`config.mk`:
```
export PLATFORM = sky130hd
export DESIGN_NAME = uart_receiver
export DESIGN_NICKNAME = d
export VERILOG_FILES = /design/src/rtl/uart_pkg.sv /design/src/rtl/uart_sync2.sv /design/src/rtl/uart_receiver.sv
export SDC_FILE = /design/constraint.sdc
export NUM_CORES = 1
export LEC_CHECK = 0
export CAP_MARGIN = 20
export CORE_MARGIN = 5
export CORE_UTILIZATION = 50
export DETAILED_ROUTE_END_ITERATION = 12
export HOLD_SLACK_MARGIN = 0.15
export MAX_ROUTING_LAYER = met4
export PLACE_DENSITY = 0.71
export SYNTH_ARGS = -nofsm -noshare
export SYNTH_HDL_FRONTEND = slang
export SYNTH_SLANG_ARGS = --single-unit
```
`constraint.sdc`:
```
create_clock -name clk -period 1.9 [get_ports clk]
set_clock_uncertainty 0.05 [all_clocks]
set_input_delay 0.475 -clock clk [delete_from_list [all_inputs] [get_ports clk]]
set_output_delay 0.475 -clock clk [all_outputs]
set_load 0.01 [all_outputs]
```
`src/rtl/uart_pkg.sv`:
```
// ============================================================================
// Module      : uart_pkg
// Description : Shared types and constants for the UART receiver slice.
//               Holds the receiver state enum and the default payload width.
//               Optional feature macro: UART_RX_PARITY_EN (adds RX_PARITY).
// Revision    : 1.0 - initial release
// ============================================================================
`default_nettype none

package uart_pkg;

  // Default payload width for a frame.
  localparam int unsigned UART_DATA_BITS_DEF = 8;

  // Receiver FSM states.
  typedef enum logic [2:0] {
    RX_IDLE      = 3'd0,
    RX_START     = 3'd1,
    RX_DATA      = 3'd2,
`ifdef UART_RX_PARITY_EN
    RX_PARITY    = 3'd5,
`endif
    RX_STOP      = 3'd3,
    RX_WAIT_IDLE = 3'd4
  } rx_state_e;

endpackage

`default_nettype wire

```
`src/rtl/uart_sync2.sv`:
```
// ============================================================================
// Module      : uart_sync2
// Description : Two-flop synchronizer for a single asynchronous bit.
//               Both flops reset to 1 so an idle-high line looks idle
//               immediately after reset.
// Ports       : clk  - system clock (rising edge)
//               rst  - synchronous active-high reset
//               d_i  - asynchronous input
//               q_o  - synchronized output (2 cycles of latency)
// Revision    : 1.0 - initial release
// ============================================================================
`default_nettype none

module uart_sync2 (
  input  logic clk,
  input  logic rst,
  input  logic d_i,
  output logic q_o
);

  logic meta_q;
  logic sync_q;

  always_ff @(posedge clk) begin
    if (rst) begin
      meta_q <= 1'b1;
      sync_q <= 1'b1;
    end else begin
      meta_q <= d_i;
      sync_q <= meta_q;
    end
  end

  assign q_o = sync_q;

endmodule

`default_nettype wire

```
`src/rtl/uart_receiver.sv`:
```
// ============================================================================
// Module      : uart_receiver
// Description : UART receiver with start-bit validation at mid bit, LSB-first
//               data sampling, stop-bit check and line-break recovery.
//               Optional feature macro: UART_RX_PARITY_EN (even parity bit
//               between data and stop, adds parity_err output).
// Parameters  : CLOCKS_PER_PULSE - system clocks per bit (even, >= 4)
//               DATA_BITS        - payload bits per frame (>= 2)
// Ports       : clk        - system clock (rising edge)
//               rst        - synchronous active-high reset
//               rx         - asynchronous serial input, idle high
//               data_out   - last correctly received word
//               data_valid - one-cycle pulse when data_out updates
//               rx_busy    - high while a frame is in progress
//               frame_err  - one-cycle pulse when the stop bit samples low
//               parity_err - (parity build only) pulses with data_valid on
//                            parity mismatch
// Revision    : 1.0 - initial release
// ============================================================================
`default_nettype none

module uart_receiver
  import uart_pkg::*;
#(
  parameter int unsigned CLOCKS_PER_PULSE = 16,
  parameter int unsigned DATA_BITS        = UART_DATA_BITS_DEF
) (
  input  logic                 clk,
  input  logic                 rst,
  input  logic                 rx,
  output logic [DATA_BITS-1:0] data_out,
  output logic                 data_valid,
  output logic                 rx_busy,
  output logic                 frame_err
`ifdef UART_RX_PARITY_EN
  ,
  output logic                 parity_err
`endif
);

  localparam int unsigned CNT_W = $clog2(CLOCKS_PER_PULSE);
  localparam int unsigned IDX_W = $clog2(DATA_BITS);

  localparam logic [CNT_W-1:0] CNT_HALF = CNT_W'(CLOCKS_PER_PULSE / 2 - 1);
  localparam logic [CNT_W-1:0] CNT_LAST = CNT_W'(CLOCKS_PER_PULSE - 1);
  localparam logic [IDX_W-1:0] IDX_LAST = IDX_W'(DATA_BITS - 1);

  logic                 rx_s;
  rx_state_e            state_q;
  logic [CNT_W-1:0]     cnt_q;
  logic [CNT_W-1:0]     cnt_d;
  logic [IDX_W-1:0]     idx_q;
  logic [DATA_BITS-1:0] shift_q;
  logic [DATA_BITS-1:0] data_q;
  logic                 valid_q;
  logic                 busy_q;
  logic                 ferr_q;
`ifdef UART_RX_PARITY_EN
  logic                 perr_q;
  logic                 perr_pend_q;
`endif

  uart_sync2 u_sync (
    .clk (clk),
    .rst (rst),
    .d_i (rx),
    .q_o (rx_s)
  );

  // Bit-period counter advances 0..CLOCKS_PER_PULSE-1 and wraps.
  assign cnt_d = (cnt_q == CNT_LAST) ? '0 : cnt_q + 1'b1;

  always_ff @(posedge clk) begin
    if (rst) begin
      state_q     <= RX_IDLE;
      cnt_q       <= '0;
      idx_q       <= '0;
      shift_q     <= '0;
      data_q      <= '0;
      valid_q     <= 1'b0;
      busy_q      <= 1'b0;
      ferr_q      <= 1'b0;
`ifdef UART_RX_PARITY_EN
      perr_q      <= 1'b0;
      perr_pend_q <= 1'b0;
`endif
    end else begin
      valid_q <= 1'b0;
      ferr_q  <= 1'b0;
`ifdef UART_RX_PARITY_EN
      perr_q  <= 1'b0;
`endif
      case (state_q)
        RX_IDLE: begin
          if (!rx_s) begin
            state_q <= RX_START;
            cnt_q   <= '0;
            busy_q  <= 1'b1;
          end
        end

        // Re-check the line at the middle of the start bit; a high level
        // there means the falling edge was a glitch.
        RX_START: begin
          if (cnt_q == CNT_HALF) begin
            cnt_q <= '0;
            idx_q <= '0;
            if (!rx_s) begin
              state_q <= RX_DATA;
            end else begin
              state_q <= RX_IDLE;
              busy_q  <= 1'b0;
            end
          end else begin
            cnt_q <= cnt_d;
          end
        end

        // Sampling one full bit period after mid-start lands mid-bit.
        RX_DATA: begin
          cnt_q <= cnt_d;
          if (cnt_q == CNT_LAST) begin
            shift_q <= {rx_s, shift_q[DATA_BITS-1:1]};
            idx_q   <= idx_q + 1'b1;
            if (idx_q == IDX_LAST) begin
`ifdef UART_RX_PARITY_EN
              state_q <= RX_PARITY;
`else
              state_q <= RX_STOP;
`endif
            end
          end
        end

`ifdef UART_RX_PARITY_EN
        // Even parity: data bits XOR parity bit must be zero.
        RX_PARITY: begin
          cnt_q <= cnt_d;
          if (cnt_q == CNT_LAST) begin
            perr_pend_q <= ^{shift_q, rx_s};
            state_q     <= RX_STOP;
          end
        end
`endif

        // Returning to IDLE at mid-stop leaves half a bit of margin for a
        // back-to-back start edge.
        RX_STOP: begin
          cnt_q <= cnt_d;
          if (cnt_q == CNT_LAST) begin
            if (rx_s) begin
              data_q  <= shift_q;
              valid_q <= 1'b1;
`ifdef UART_RX_PARITY_EN
              perr_q  <= perr_pend_q;
`endif
              state_q <= RX_IDLE;
              busy_q  <= 1'b0;
            end else begin
              ferr_q  <= 1'b1;
              state_q <= RX_WAIT_IDLE;
            end
          end
        end

        // Hold off until the line is released after a break.
        RX_WAIT_IDLE: begin
          if (rx_s) begin
            state_q <= RX_IDLE;
            busy_q  <= 1'b0;
          end
        end

        default: begin
          state_q <= RX_IDLE;
          busy_q  <= 1'b0;
        end
      endcase
    end
  end

  assign data_out   = data_q;
  assign data_valid = valid_q;
  assign rx_busy    = busy_q;
  assign frame_err  = ferr_q;
`ifdef UART_RX_PARITY_EN
  assign parity_err = perr_q;
`endif

endmodule

`default_nettype wire

```
==> results.cfg <==
[worst_setup_path]
startpoint = rx_busy$_SDFFE_PP0P_
cp.buffers_inverters = 1
path_max_fanout = 3
max_stage_delay_ns = 0.54
reg2regPathDepth = 5
r2r_slack_ns = 0.26
r2r-start = cnt_q[1]$_SDFFE_PP0P_
critPathTopFamily = buffers and inverters
path_class = reg -> out
crit_cells = 1
cp_data_arrival_time_ns = 1.22
worstReg2RegEnd = data_out[5]$_SDFFE_PP0P_
path_cells = clkdlybuf4s50_1
cp_slowest_cell = clkdlybuf4s50_1
endpoint = rx_busy
startpoint_type = flop
endpoint_kind = primary output
cp.required_ns = 1.37

[clock_tree]
cts.htree.levels = 2
holdBufCountCts = 0
numCtsBuffers = 5
clock_sinks = 31
path_clk_slew_ns = 0.09
post_cts_resized = 0
cts_buffer_depth = 2
root_buffer = clkbuf_4
post_cts_buffers = 0
clk_latency_ns = 0.33
cts_tree = yes

[layout]
layout_commonest_cell = dfxtp_1
drive_above_1_share = 0.104
area_growth_pct = 13.6
final_nets = 178
layout_common_cells = dfxtp_1, a21oi_1, nand3_1
insertedDiodeCount = 0

[placement]
portBuffers = 13
post-dp-hpwl_mm = 1.91
routabilityCongestion = 0.766
post-place-ws_ns = 0.287

[route]
drc = 0
avgViaCountPerCell = 5.99
num_vias = 1221
wl_mm = 2.88
wl_per_cell_um = 14.1
ant_nets = 0
drt-pass1-iter-count = 4
drtIter0Drc = 59

[timing]
hold_viol = 0
fin_crit_ns = 1.75
fin_ws_ns = 0.153
relSlewSlack = 0.637
report.final.slew_viol_count = 0
period_share = 0.919
max_freq_ghz = 0.572
worstMarginPinSlew_ns = 0.544
rsz0062_at_grt = no
setup_tns_ns = 0
setup_viol = 0

[pwr]
p_total_mw = 1.14
irDropWorstVdd_uv = 731
power-per-cell-area_nw_per_um2 = 713
p_leak_nw = 0.548

[synthesis]
synth_cell_type_count = 40
ys_ff_latch = 31
netlist_area_um2 = 1410
ys.flop_type = dfxtp_1
async_flop_share = 0
synth_cells = 162
yosys_warnings = 0
synth_enable_flop_cells = 0
syn_avg_cell_area_um2 = 8.72
synth_nets = 168
seq_area_frac_synth = 0.439

[global_route]
antenna_found_initial = 0
grt_pass1_vias = 1131
grtUsageTotal = 0.159
overflow = 0
grt_max_degree = 22
grt_pass1_wl_mm = 4.95

[flow_run]
max_cap_viol_count = 0

[floorplan]
fp.coreArea_um2 = 2730
start_util = 0.517
fp.dieH_um = 63.2
die_x_um = 63.2
ioPinCount = 14
num_rows = 19
die_area_um2 = 3990

[worst_hold_path]
hp-class = reg -> reg

[outcome]
run_status = finished, final reports clean
==> synthesized netlist by cell type (3+ instances only) <==
| master | number | area, um^2 |
|---|---|---|
| a21oi_1 | 23 | 115 |
| buf_2 | 6 | 30.0 |
| buf_4 | 3 | 22.5 |
| clkbuf_1 | 5 | 18.8 |
| dfxtp_1 | 31 | 621 |
| ha_1 | 3 | 37.5 |
| inv_1 | 4 | 15.0 |
| nand3_1 | 17 | 85.1 |
| nand4b_1 | 3 | 26.3 |
| nor2_1 | 3 | 11.3 |
| o21ai_0 | 16 | 80.1 |
| o21ai_1 | 8 | 40.0 |
| or2_2 | 3 | 18.8 |
==> area by class of cell <==
class	count	area, um^2
Tap cell	31	38.8
Fill cell	233	1130
Multi-Input combinational cell	112	694
Timing Repair Buffer	18	168
Sequential cell	31	621
Clock buffer	8	68.8
Inverter	4	15.0
==> per-layer routing <==
layer	global-route usage	up-vias	part of all wire	wire length, um
li1	-	620	-	-
met1	0.196	565	0.46	1340
met2	0.233	31	0.46	1330
met3	0.0462	5	0.058	168
met4	0.0822	0	0.014	39
met5	-	-	0	0
==> through the flow <==
stage                     cell area, um^2  hold WS [ns]  instances  utilization
after floorplan                      1410         0.339        162            -
after global placement               1540         0.345        196        0.562
after detailed placement             1540         0.350        196        0.562
after CTS                            1610         0.370        204        0.587
after global routing                 1610         0.406        204        0.587
final                                1610         0.367        204        0.587
==> where the power goes <==
group          total (mW)  switching (mW)  internal (mW)
Clock               0.438           0.221          0.217
Sequential          0.664         0.00926          0.655
Combinational      0.0417          0.0215         0.0202
==> worst min path at each step <==
stage / from / end / slack, ns / cells past startpoint
final: u_sync.meta_q$_SDFF_PP1_ / u_sync.q_o$_SDFF_PP1_ / 0.37 / 1
after global routing: u_sync.meta_q$_SDFF_PP1_ / u_sync.q_o$_SDFF_PP1_ / 0.41 / 1
after CTS: u_sync.meta_q$_SDFF_PP1_ / u_sync.q_o$_SDFF_PP1_ / 0.37 / 1
after detailed placement: u_sync.meta_q$_SDFF_PP1_ / u_sync.q_o$_SDFF_PP1_ / 0.35 / 1
after global placement: u_sync.meta_q$_SDFF_PP1_ / u_sync.q_o$_SDFF_PP1_ / 0.35 / 1
after floorplan: u_sync.meta_q$_SDFF_PP1_ / u_sync.q_o$_SDFF_PP1_ / 0.34 / 1
==> flip-flops by register name (all words and copies together), names as in the netlist <==
register	cells
frame_err	1
u_sync.meta_q	1
data_out	8
data_valid	1
idx_q	3
u_sync.q_o	1
state_q	3
cnt_q	4
rx_busy	1
shift_q	8
==> cell families after synthesis <==
logic type / share of synthesized area
AO/OA/AOI/OAI: 0.234
AND/OR/NAND/NOR: 0.225
flip-flops: 0.439
buffers and inverters: 0.0691
adder cells (fa/ha/maj): 0.0266
XOR/XNOR: 0.00620
Power figures use the tool's default switching activity.
